### src/rtl/bus_port_endpoint.sv
// Bus slot endpoint: TX FIFO toward the arbiter (pndng/pop/D_pop) and an
// address-filtered RX FIFO fed by push/D_push, with drop counter and sticky errors.

module bus_port_endpoint_fifo #(
   parameter int W     = 16,
   parameter int DEPTH = 8
) (
   input  logic                       clk,
   input  logic                       reset,
   input  logic                       wr_i,
   input  logic [W-1:0]               data_i,
   input  logic                       rd_i,
   output logic [W-1:0]               data_o,
   output logic [$clog2(DEPTH):0]     count_o,
   output logic                       ovf_o,
   output logic                       unf_o
);
   localparam int AW = $clog2(DEPTH);
   localparam int CW = AW + 1;

   logic [W-1:0]  mem_q [DEPTH];
   logic [AW-1:0] wr_ptr_q, wr_ptr_d;
   logic [AW-1:0] rd_ptr_q, rd_ptr_d;
   logic [CW-1:0] count_q, count_d;
   logic          empty, full, rd_ok, wr_ok;

   assign empty = (count_q == '0);
   assign full  = (count_q == CW'(DEPTH));
   assign rd_ok = rd_i && !empty;
   // A read in the same cycle frees the slot, so a full FIFO still takes the write.
   assign wr_ok = wr_i && (!full || rd_ok);
   assign ovf_o = wr_i && !wr_ok;
   assign unf_o = rd_i && empty;

   assign data_o  = empty ? '0 : mem_q[rd_ptr_q];
   assign count_o = count_q;

   always_comb begin
      wr_ptr_d = wr_ptr_q;
      rd_ptr_d = rd_ptr_q;
      count_d  = count_q;
      if (wr_ok) wr_ptr_d = wr_ptr_q + AW'(1);
      if (rd_ok) rd_ptr_d = rd_ptr_q + AW'(1);
      count_d = count_q + CW'(wr_ok) - CW'(rd_ok);
   end

   always_ff @(posedge clk) begin
      if (reset) begin
         wr_ptr_q <= '0;
         rd_ptr_q <= '0;
         count_q  <= '0;
      end else begin
         wr_ptr_q <= wr_ptr_d;
         rd_ptr_q <= rd_ptr_d;
         count_q  <= count_d;
      end
   end

   // Storage carries no reset; the empty-forced head hides stale contents.
   always_ff @(posedge clk) begin
      if (wr_ok && !reset) mem_q[wr_ptr_q] <= data_i;
   end
endmodule

module bus_port_endpoint #(
   parameter int         pckg_sz   = 16,
   parameter int         depth     = 8,
   parameter logic [7:0] id        = 8'd0,
   parameter logic [7:0] broadcast = 8'hFF
) (
   input  logic                       clk,
   input  logic                       reset,
   output logic                       pndng,
   input  logic                       pop,
   output logic [pckg_sz-1:0]         D_pop,
   input  logic                       push,
   input  logic [pckg_sz-1:0]         D_push,
   input  logic                       tx_wr,
   input  logic [pckg_sz-1:0]         tx_data,
   output logic                       tx_full,
   input  logic                       rx_rd,
   output logic                       rx_valid,
   output logic [pckg_sz-1:0]         rx_data,
   output logic [$clog2(depth):0]     tx_count,
   output logic [$clog2(depth):0]     rx_count,
   output logic [7:0]                 drop_cnt,
   output logic [3:0]                 err
);
   localparam int CW = $clog2(depth) + 1;

   logic [7:0] dest;
   logic       addr_hit, rx_accept, rx_miss;
   logic       tx_ovf, tx_unf, rx_ovf, rx_unf;
   logic [7:0] drop_cnt_q, drop_cnt_d;
   logic [3:0] err_q, err_d;

   assign dest      = D_push[pckg_sz-1 -: 8];
   assign addr_hit  = (dest == id) || (dest == broadcast);
   assign rx_accept = push && addr_hit;
   assign rx_miss   = push && !addr_hit;

   bus_port_endpoint_fifo #(.W(pckg_sz), .DEPTH(depth)) u_tx_fifo (
      .clk     (clk),
      .reset   (reset),
      .wr_i    (tx_wr),
      .data_i  (tx_data),
      .rd_i    (pop),
      .data_o  (D_pop),
      .count_o (tx_count),
      .ovf_o   (tx_ovf),
      .unf_o   (tx_unf)
   );

   bus_port_endpoint_fifo #(.W(pckg_sz), .DEPTH(depth)) u_rx_fifo (
      .clk     (clk),
      .reset   (reset),
      .wr_i    (rx_accept),
      .data_i  (D_push),
      .rd_i    (rx_rd),
      .data_o  (rx_data),
      .count_o (rx_count),
      .ovf_o   (rx_ovf),
      .unf_o   (rx_unf)
   );

   assign pndng    = (tx_count != '0);
   assign tx_full  = (tx_count == CW'(depth));
   assign rx_valid = (rx_count != '0);

   always_comb begin
      drop_cnt_d = drop_cnt_q;
      if (rx_miss && (drop_cnt_q != 8'hFF)) drop_cnt_d = drop_cnt_q + 8'd1;
      err_d = err_q | {rx_ovf, tx_ovf, tx_unf, rx_unf};
   end

   always_ff @(posedge clk) begin
      if (reset) begin
         drop_cnt_q <= '0;
         err_q      <= '0;
      end else begin
         drop_cnt_q <= drop_cnt_d;
         err_q      <= err_d;
      end
   end

   assign drop_cnt = drop_cnt_q;
   assign err      = err_q;
endmodule

### config.mk
export PLATFORM = sky130hd
export DESIGN_NAME = bus_port_endpoint
export DESIGN_NICKNAME = d
export VERILOG_FILES = /design/src/rtl/bus_port_endpoint.sv
export SDC_FILE = /design/constraint.sdc
export NUM_CORES = 1
export LEC_CHECK = 0
export BUFFER_PORTS_ARGS = -buffer_cell sky130_fd_sc_hd__buf_2
export CELL_PAD_IN_SITES_DETAIL_PLACEMENT = 2
export CELL_PAD_IN_SITES_GLOBAL_PLACEMENT = 2
export CORE_MARGIN = 1.5
export CORE_UTILIZATION = 29
export CTS_BUF_LIST = sky130_fd_sc_hd__clkbuf_16
export CTS_CLUSTER_DIAMETER = 30
export DETAILED_ROUTE_END_ITERATION = 8
export PLACE_DENSITY_LB_ADDON = 0.1
export SETUP_SLACK_MARGIN = 0.15
export SLEW_MARGIN = 0
export SYNTH_ARGS = -nofsm -noshare
export SYNTH_HDL_FRONTEND = slang
export SYNTH_HIERARCHICAL = 1
export SYNTH_SLANG_ARGS = --single-unit
### constraint.sdc
create_clock -name clk -period 4.4 [get_ports clk]
set_input_delay 0.66 -clock clk [delete_from_list [all_inputs] [get_ports clk]]
set_output_delay 0.66 -clock clk [all_outputs]
set_load 0.05 [all_outputs]
==> out/summary.txt, run 1 <==
Hold path startpoint - tx_data[10]
Max_slew headroom - 26.7%
PwrDens - 721 nW/um2
Yosys top cell by area - edfxtp_1
Cts bufs inserted - 70
Final slew viol count - 0
Unrepaired setup endpoints after global routing - no
CP Class - reg2out
Prevailing post-synth register cell - edfxtp_1
Synthesized area - 11700 um2
Die X-Extent - 204 um
Max cap viols - 0
Core area - 39800 um2
Antenna-violating nets left - 0
Max Root-Sink Buffers - 3
Post-synth EDFFs - 256
CP Cell Sequence - buf_4 -> mux4_2 -> a22o_1 -> buf_2
Post-synth net total - 675
Worst Path Arrival - 2.73 ns
DR vias/cell - 4.74
Finished Layout Cells - 1364
Root Driver - clkbuf_16
Post-cts gate resize count - 0
CP Launch Type - flip-flop
Worst-Skew Late Latency - 0.56 ns
Slowest stage cell, crit path - dfxtp_2
Final RePlAce weighted congestion - 0.672
DRC - 0
Detailed-placement wirelength estimate - 17700 um
NumNets Final - 839
Setup Fix Bufs, Post-CTS - 0
Delay-heaviest family, CP - flip-flops
Mapped Cells - 620
First-pass GRT wire length - 45600 um
H-tree Lvls - 3
Status - completed
Antenna violations before repair - 3
Wire per inst - 21.7 um
Final period util - 77.1%
Most frequent cells in the layout - edfxtp_1 (256), buf_2 (92), clkbuf_16 (74)
Clk_skew - 0.0169 ns
Top cell type's share of synthesized area - 65.7%
Clock sink count - 294
Flop-to-flop setup slack - 1.52 ns
Largest net degree at the start of global routing - 49
Highest clock rate - 295 MHz
Hold Violations, Final - 0
CTS tree - yes
Top post-synthesis cells by area - edfxtp_1 (66%), mux4_2 (12%), dfxtp_1 (6.5%)
TNS Setup - 0 ns
Synth-to-layout area growth - 31.7%
Worst path max stage delay - 0.84 ns
Die height - 204 um
Final worst path period need - 3.39 ns
CP Capture Type - output port
DR pass1 iterations - 5
IO Pins - 93
Worst-Margin Slew - 1.08 ns
Vias in the first global route - 7529
CP bufs+invs - 2
Tot GR Track Use - 14.9%
DR iter-0 viols - 247
Total gr overflow - 0
Port buffer count - 92
Peak supply drop - 332 uV
Cts hold-fix bufs - 0
CP required - 3.74 ns
Count of different cell masters after synthesis - 53
Pleak - 5.39 nW
Site row count - 73
Mean Syn Cell Area - 18.9 um2
Commonest non-fill, non-tap cell in the layout - edfxtp_1
Setup violators final - 0
Total die area - 41600 um2
Sequential area share after synthesis - 72.2%
Final WL - 29600 um
YS warnings - 6
CTS clk-pin slew, worst paths - 0.04 ns
HP Class - in2reg
Reg2Reg Launch Point - u_rx_fifo/count_o[1]$_SDFF_PP0_
Asr flop ratio synth - 0%
Dpl cells - 1237
Vias - 6461
Layout cell share with drive strength beyond 1 - 39.7%
Initial Util - 29.4%
Synthesized flop and latch total - 294
N_diodes - 0
CP max FO - 20
-- power by group --
part           internal, W  switching (W)  leakage (nW)
clock network      0.00377        0.00156          1.21
logic             0.000836        0.00165          1.56
registers          0.00315       0.000153          2.62
-- state kept, by name, indices dropped and copies added, names as in the netlist, named ones only --
signal              flops
err                     4
u_rx_fifo/mem_q       128
u_tx_fifo/mem_q       128
u_tx_fifo/wr_ptr_q      3
u_tx_fifo/count_o       4
u_tx_fifo/rd_ptr_q      3
u_rx_fifo/wr_ptr_q      3
u_rx_fifo/rd_ptr_q      3
u_rx_fifo/count_o       4
drop_cnt                8
-- kinds of logic (layout without fill, tap and decap cells) --
family,count (synthesis),in the layout,share of synthesized area [%]
AOI/OAI and AO/OA,74,74,4.91
xor gates and xnor gates,2,2,0.150
DFF,294,294,72.2
buffers and inverters,47,266,2.16
muxes,72,72,13.0
and+or+nand+nor,114,114,5.65
adders and majority gates,17,17,1.95
-- cell usage after synthesis, types with 6 or more instances --
library cell	number
inv_1	21
nor2_1	31
nand3_1	8
edfxtp_1	256
nor4_1	10
mux4_2	64
ha_1	15
o31ai_1	6
nand2b_1	11
nor3_1	9
a21oi_1	11
a22o_2	12
dfxtp_1	38
o21ai_0	8
a22o_1	20
nor2b_1	7
clkbuf_1	6
-- worst reg2reg max path, cell delays in order (launching register included) --
cell and delay [ns]:
dfxtp_1 0.41, or2_2 0.37, o31ai_1 0.82, o21ai_0 0.24, ha_1 0.28, a21o_1 0.17, a21oi_1 0.15, mux2_2 0.34
-- final cells by class --
type,count,area [um2]
clock inverters,53,617
fillers,3917,24400
multi-input cells,279,3100
repair buffers,118,656
well taps,525,657
inverters,21,78.8
flip-flops and latches,294,8450
clock buffers,74,1850
-- routing by layer --
metal | part of all wire (%) | vias to the layer above | GRT usage (%)
li1 | - | 2892 | -
met1 | 42 | 3367 | 18.3
met2 | 51 | 138 | 24.9
met3 | 4.8 | 58 | 3.79
met4 | 2.1 | 6 | 5.98
met5 | 0.11 | - | 0
-- stage by stage --
stage	area [um2]	setup WS [ns]	util (%)	hold WS (ns)	power (W)
floorplan	11700	0.755	-	0.472	0.00520
global placement	12900	0.986	32.5	0.453	0.00585
detailed placement	12900	0.817	32.5	0.461	0.00590
CTS	15400	0.901	38.7	0.341	0.0113
global route	15400	0.762	38.7	0.367	0.0116
finish	15400	1.01	38.7	0.381	0.0111
-- path summary, 6_finish.rpt --
check | end | cells past startpoint
worst max-delay path | D_pop[8] | 4
worst min-delay path | u_tx_fifo/mem_q[5][10]$_DFFE_PP_ | 1
worst max register to register | u_rx_fifo/count_o[3]$_SDFF_PP0_ | 7
worst min register to register | err[2]$_SDFF_PP0_ | 2
(Power assumes the default switching activity.)
==> run 2: changes to the inputs <==
==> constraint.sdc (replaced) <==
create_clock -name clk -period 3.1 [get_ports clk]
set_input_delay 0.465 -clock clk [delete_from_list [all_inputs] [get_ports clk]]
set_output_delay 0.465 -clock clk [all_outputs]
set_load 0.05 [all_outputs]
==> run 2 against run 1 <==
Die area is the same. Final area grew 2.0%. Register-to-register slack lost 0.96 ns. Cell count grew 1.6%. Sequential share of layout area shrank 1.1 points. Sequential power grew 40%. Worst hold slack lost 0.23 ns. Critical path depth grew 2. Power grew 44%. Core utilization grew 0.77 points. Non-clock buffer count grew 7. Critical path type unchanged.
==> out/summary.txt, run 2 (same netlist as run 1, synthesis figures left out) <==
Max_slew headroom - 45.1% (was 26.7%)
Final setup margin - 0.255 ns (was 1.01 ns)
Commonest non-fill, non-tap cell in the layout - edfxtp_1 (unchanged)
Worst Path Arrival - 2.38 ns (was 2.73 ns)
CP Capture Type - output port (unchanged)
Flop-to-flop setup slack - 0.56 ns (was 1.52 ns)
DR iter-0 viols - 242 (was 247)
CP max FO - 8 (was 20)
Total die area - 41600 um2 (unchanged)
Final period util - 91.8%
PwrDens - 1020 nW/um2 (was 721 nW/um2)
Antenna-violating nets left - 0 (unchanged)
Clock sink count - 294 (unchanged)
DRC - 0 (unchanged)
Pleak - 5.52 nW (was 5.39 nW)
Wire per inst - 22.2 um (was 21.7 um)
Status - completed (unchanged)
Antenna violations before repair - 3 (unchanged)
NumNets Final - 853 (was 839)
DR vias/cell - 4.73 (was 4.74)
HP Class - in2reg (unchanged)
Worst r2r path cells - 10 (was 7)
CTS tree - yes (unchanged)
Vias in the first global route - 7539 (was 7529)
Die height - 204 um (unchanged)
CP Class - reg2out (unchanged)
CTS clk-pin slew, worst paths - 0.04 ns (about the same)
Final RePlAce weighted congestion - 0.683 (was 0.672)
Initial Util - 29.4% (unchanged)
First-pass GRT wire length - 46500 um (was 45600 um)
Clk_skew - 0.0158 ns (was 0.0169 ns)
Vias - 6551 (was 6461)
Worst-Margin Slew - 0.810 ns (was 1.08 ns)
CP Launch Type - flip-flop (unchanged)
Worst-Skew Late Latency - 0.59 ns (was 0.56 ns)
Largest net degree at the start of global routing - 33 (was 49)
Die X-Extent - 204 um (unchanged)
IO Pins - 93 (unchanged)
Synth-to-layout area growth - 34.3% (was 31.7%)
Worst path max stage delay - 0.45 ns (was 0.84 ns)
Unrepaired setup endpoints after global routing - no (unchanged)
Hold Violations, Final - 0 (unchanged)
Detailed-placement wirelength estimate - 17700 um (about the same)
Total gr overflow - 0 (unchanged)
Port buffer count - 92 (unchanged)
Fill count - 3886 (was 3917)
Crit path from - u_tx_fifo/count_o[2]$_SDFF_PP0_
Most frequent cells in the layout - edfxtp_1 (256), buf_2 (86), clkbuf_16 (75) (was edfxtp_1 (256), buf_2 (92), clkbuf_16 (74))
Hold path startpoint - D_push[1] (was tx_data[10])
Layout cell share with drive strength beyond 1 - 41.5% (was 39.7%)
Pre-CTS setup slack - 0.231 ns (was 0.817 ns)
Setup violators final - 0 (unchanged)
Root Driver - clkbuf_16 (unchanged)
H-tree Lvls - 3 (unchanged)
Core area - 39800 um2 (unchanged)
Final WL - 30700 um (was 29600 um)
Final slew viol count - 0 (unchanged)
Max cap viols - 0 (unchanged)
Tot GR Track Use - 15.2% (was 14.9%)
R2r endpoint - u_tx_fifo/count_o[3]$_SDFF_PP0_ (was u_rx_fifo/count_o[3]$_SDFF_PP0_)
Max Root-Sink Buffers - 3 (unchanged)
Site row count - 73 (unchanged)
Reg2Reg Launch Point - u_tx_fifo/count_o[2]$_SDFF_PP0_ (was u_rx_fifo/count_o[1]$_SDFF_PP0_)
CP required - 2.63 ns (was 3.74 ns)
Slowest stage cell, crit path - or3b_4 (was dfxtp_2)
Core Util, Final - 39.5% (was 38.7%)
Final worst path period need - 2.85 ns
Cts bufs inserted - 75 (was 70)
Peak supply drop - 404 uV (was 332 uV)
Highest clock rate - 351 MHz
Worst hold endpoint - u_rx_fifo/mem_q[4][1]$_DFFE_PP_ (was u_tx_fifo/mem_q[5][10]$_DFFE_PP_)
CP Cell Sequence - inv_1 -> ha_4 -> or3b_4 -> and2_4 -> a22o_1 -> buf_2 (was buf_4 -> mux4_2 -> a22o_1 -> buf_2)
DR pass1 iterations - 4 (was 5)
WHS Path Cells - 1 (unchanged)
[run 2: critical path: cells and delay by family, from the launching register on]
family	cells	cell delay [ns]
flops	1	0.33
fa+ha+maj	1	0.17
compound gates	1	0.25
simple gates	2	0.70
buf+inv	2	0.36
[run 2: area by class of cell]
| class | instances | area (um2) | area share (%) |
|---|---|---|---|
| clock inverters | 64 | 687 | 4.37 |
| clock buffers | 75 | 1880 | 11.9 |
| inverters | 21 | 78.8 | 0.501 |
| repair buffers | 125 | 815 | 5.18 |
| flip-flops and latches | 294 | 8450 | 53.8 |
| multi-input cells | 281 | 3150 | 20.1 |
| diodes | 1 | 2.50 | 0.0159 |
| well taps | 525 | 657 | 4.18 |
[run 2: power breakdown]
part           leakage [nW]  internal (W)  total, W  switching [W]
sequential             2.62       0.00447   0.00462       0.000147
clock                  1.27       0.00519   0.00769        0.00249
combinational          1.63       0.00128   0.00374        0.00245
[run 2: metal layers]
| layer | up-vias | track usage [%] | share of wire, % |
|---|---|---|---|
| met1 | 3424 | 19.8 | 45 |
| met5 | - | 0 | 0.059 |
| li1 | 2941 | - | - |
| met2 | 132 | 24.2 | 49 |
| met4 | 4 | 5.77 | 1.9 |
| met3 | 50 | 4.10 | 4.6 |
[run 2: timing repair]
item,CTS,global route
pin swaps,1,1
endpoints found under the setup margin,32,21
hold buffers,0,0
buffers inserted,1,1
gates cloned,1,1
gates resized for setup,5,15
[run 2: stage by stage]
stage | instances | total power [W] | area (um2) | hold WS (ns) | setup TNS [ns]
2_1_floorplan | 620 | 0.00738 | 11800 | 0.472 | -16.78
3_3_place_gp | 1242 | 0.00829 | 13100 | 0.452 | 0
3_5_place_dp | 1242 | 0.00837 | 13100 | 0.460 | 0
4_1_cts | 1383 | 0.0162 | 15700 | 0.123 | 0
5_1_grt | 1385 | 0.0167 | 15700 | 0.148 | 0
6_report | 1386 | 0.0160 | 15700 | 0.155 | 0
[run 2: worst max path at each step]
stage                                 endpoint  slack [ns]  cells after the start
2_1_floorplan  u_rx_fifo/mem_q[0][0]$_DFFE_PP_       -0.35                      7
3_3_place_gp   u_rx_fifo/count_o[3]$_SDFF_PP0_        0.28                     13
3_5_place_dp   u_rx_fifo/count_o[3]$_SDFF_PP0_        0.23                     13
4_1_cts                               D_pop[2]        0.11                      6
5_1_grt                              D_pop[13]        0.17                      6
6_report                             D_pop[13]        0.25                      6
==> run 3: changes to the inputs <==
--- a/config.mk
+++ b/config.mk
@@ -9,7 +9,7 @@
 export CELL_PAD_IN_SITES_DETAIL_PLACEMENT = 2
 export CELL_PAD_IN_SITES_GLOBAL_PLACEMENT = 2
 export CORE_MARGIN = 1.5
-export CORE_UTILIZATION = 29
+export CORE_UTILIZATION = 41
 export CTS_BUF_LIST = sky130_fd_sc_hd__clkbuf_16
 export CTS_CLUSTER_DIAMETER = 30
 export DETAILED_ROUTE_END_ITERATION = 8
==> run 3 against run 2 <==
Cell count shrank 13%. Wire length fell by 1.7%. Die area decreased by 29%. Highest routed layer unchanged. Non-clock buffer count shrank 4. Sequential cell count is the same. Combinational power shrank 3%. Final area decreased by 5.3%. Largest cell class unchanged. Sequential share of layout area increased by 3.0 points. Setup slack got worse by 0.025 ns.
==> out/summary.txt, run 3 (same netlist as run 1, synthesis figures left out) <==
Comb power frac - 25.2% (was 23.3%)
Highest clock rate - 348 MHz (was 351 MHz)
Dpl cells - 1093 (was 1242)
CTS clk-pin slew, worst paths - 0.05 ns (was 0.04 ns)
DRC - 0 (unchanged)
Slowest stage cell, crit path - or3b_4 (unchanged)
Total die area - 29600 um2 (was 41600 um2)
Antenna violations before repair - 2 (was 3)
Internal power - 0.00971 W (was 0.0109 W)
Initial Util - 41.9% (was 29.4%)
Die height - 172 um (was 204 um)
Layout cell share with drive strength beyond 1 - 39.9% (was 41.5%)
Core area - 27900 um2 (was 39800 um2)
Largest net degree at the start of global routing - 45 (was 33)
Pleak - 5.20 nW (was 5.52 nW)
Peak supply drop - 529 uV (was 404 uV)
Worst-Margin Slew - 0.866 ns (was 0.810 ns)
Final RePlAce weighted congestion - 0.713 (was 0.683)
DR iter-0 viols - 409 (was 242)
Setup Fix Bufs, Post-CTS - 0 (was 1)
Reg2Reg Launch Point - u_tx_fifo/count_o[2]$_SDFF_PP0_ (unchanged)
Cts bufs inserted - 61 (was 75)
P_sw - 0.00470 W (was 0.00509 W)
Max_slew headroom - 41.9% (was 45.1%)
NumNets Final - 833 (was 853)
Final WL - 30200 um (was 30700 um)
Final period util - 92.6% (was 91.8%)
Core Util, Final - 53.3% (was 39.5%)
DR pass1 iterations - 4 (unchanged)
Root Driver - clkbuf_16 (unchanged)
CP Capture Type - output port (unchanged)
Worst path max stage delay - 0.43 ns (was 0.45 ns)
Detailed-placement wirelength estimate - 18000 um (was 17700 um)
Antenna-violating nets left - 0 (unchanged)
Vias - 6531 (was 6551)
HP Class - in2reg (unchanged)
Sequential share of power - 32.2% (was 28.8%)
Finished Layout Cells - 1209 (was 1386)
TNS Setup - 0 ns (unchanged)
DR vias/cell - 5.40 (was 4.73)
Final slew viol count - 0 (unchanged)
Port buffer count - 92 (unchanged)
Hold slack final - 0.177 ns (was 0.155 ns)
Status - completed (unchanged)
Critical path endpoint - rx_data[5] (was D_pop[13])
IO Pins - 93 (unchanged)
Most frequent cells in the layout - edfxtp_1 (256), buf_2 (92), mux4_2 (64) (was edfxtp_1 (256), buf_2 (86), clkbuf_16 (75))
CP Cell Sequence - inv_1 -> ha_2 -> or3b_4 -> and2_4 -> a22o_1 -> buf_2 (was inv_1 -> ha_4 -> or3b_4 -> and2_4 -> a22o_1 -> buf_2)
Vias in the first global route - 7532 (was 7539)
CTS tree - yes (unchanged)
First-pass GRT wire length - 45900 um (was 46500 um)
Worst Path Arrival - 2.41 ns (was 2.38 ns)
Cts hold-fix bufs - 0 (unchanged)
Die X-Extent - 172 um (was 204 um)
R2r endpoint - u_tx_fifo/mem_q[5][4]$_DFFE_PP_ (was u_tx_fifo/count_o[3]$_SDFF_PP0_)
Final worst path period need - 2.87 ns (was 2.85 ns)
Clk_skew - 0.0156 ns (was 0.0158 ns)
Flop-to-flop setup slack - 0.45 ns (was 0.56 ns)
WHS Path Cells - 1 (unchanged)
Clock network fraction of total power - 42.6% (was 47.9%)
CP required - 2.63 ns (about the same)
Setup violators final - 0 (unchanged)
Worst r2r path cells - 6 (was 10)
Wire per inst - 25.0 um (was 22.2 um)
Total gr overflow - 0 (unchanged)
Sw Ratio - 32.6% (was 31.7%)
Crit path from - u_rx_fifo/count_o[2]$_SDFF_PP0_ (was u_tx_fifo/count_o[2]$_SDFF_PP0_)
Site row count - 61 (was 73)
PwrDens - 968 nW/um2 (was 1020 nW/um2)
Tot GR Track Use - 21.4% (was 15.2%)
Max cap viols - 0 (unchanged)
Max Root-Sink Buffers - 3 (unchanged)
Worst-Skew Late Latency - 0.56 ns (was 0.59 ns)
CP max FO - 16 (was 8)
Commonest non-fill, non-tap cell in the layout - edfxtp_1 (unchanged)
Final instance area - 14900 um2 (was 15700 um2)
Clock sink count - 294 (unchanged)
Synth-to-layout area growth - 27.1% (was 34.3%)
H-tree Lvls - 2 (was 3)
CP Launch Type - flip-flop (unchanged)
Placed instance area - 12900 um2 (was 13100 um2)
Unrepaired setup endpoints after global routing - no (unchanged)
Hold Violations, Final - 0 (unchanged)
CP Class - reg2out (unchanged)
## run 3: cell types whose count changed in the layout (fill, tap and decap cells not counted), sizes merged
cell and delta:
and2 -2, buf -4, clkinvlp -2, clkbuf -12, inv -5, bufinv -5
## run 3: worst min-delay path by stage
stage | from | slack [ns] | to
2_1_floorplan | u_rx_fifo/rd_ptr_q[1]$_SDFFE_PP0N_ | 0.47 | flip-flop
3_3_place_gp | err[3]$_SDFF_PP0_ | 0.45 | err[3]$_SDFF_PP0_
3_5_place_dp | err[2]$_SDFF_PP0_ | 0.46 | err[2]$_SDFF_PP0_
4_1_cts | tx_data[11] | 0.16 | u_tx_fifo/mem_q[2][11]$_DFFE_PP_
5_1_grt | D_push[4] | 0.18 | u_rx_fifo/mem_q[4][4]$_DFFE_PP_
6_report | tx_data[4] | 0.18 | u_tx_fifo/mem_q[7][4]$_DFFE_PP_
## run 3: cell type report
cell class	instances	area, um2
fill	2526	13100
sequential	294	8450
multi-input combinational	279	3130
clock buffer	63	1580
timing repair buffer	121	769
tap	378	473
clock inverter	52	399
inverter	21	78.8
antenna	1	2.50
## run 3: metrics by stage
stage | worst slack, ns | total power (W)
floorplan | -0.350 | 0.00738
global placement | 0.345 | 0.00823
detailed placement | 0.298 | 0.00835
CTS | 0.167 | 0.0146
global route | 0.153 | 0.0150
finish | 0.230 | 0.0144
## run 3: metal layers
layer	track usage (%)	wire, um
met1	27.9	12700
met2	36.5	15300
met3	3.91	1630
met4	6.20	578
met5	0	11
## run 3: power by group through the flow
| stage | Combinational [W] | Sequential (W) | Clock (W) |
|---|---|---|---|
| CTS | 0.00368 | 0.00465 | 0.00628 |
| global route | 0.00388 | 0.00467 | 0.00644 |
| floorplan | 0.00256 | 0.00483 | 0 |
| detailed placement | 0.00364 | 0.00471 | 0 |
| finish | 0.00363 | 0.00464 | 0.00614 |
| global placement | 0.00354 | 0.00469 | 0 |
## run 3: critical path: cells and delay by family, from the launching register on
kind | cells | cell delay (ns)
compound gates | 1 | 0.27
fa+ha+maj | 1 | 0.22
buf+inv | 2 | 0.33
flops | 1 | 0.32
simple gates | 2 | 0.70
## run 3: repair_timing
| item | CTS | global route |
|---|---|---|
| pin swaps | 0 | 1 |
| setup endpoints to repair | 30 | 19 |
| resized for setup | 3 | 3 |
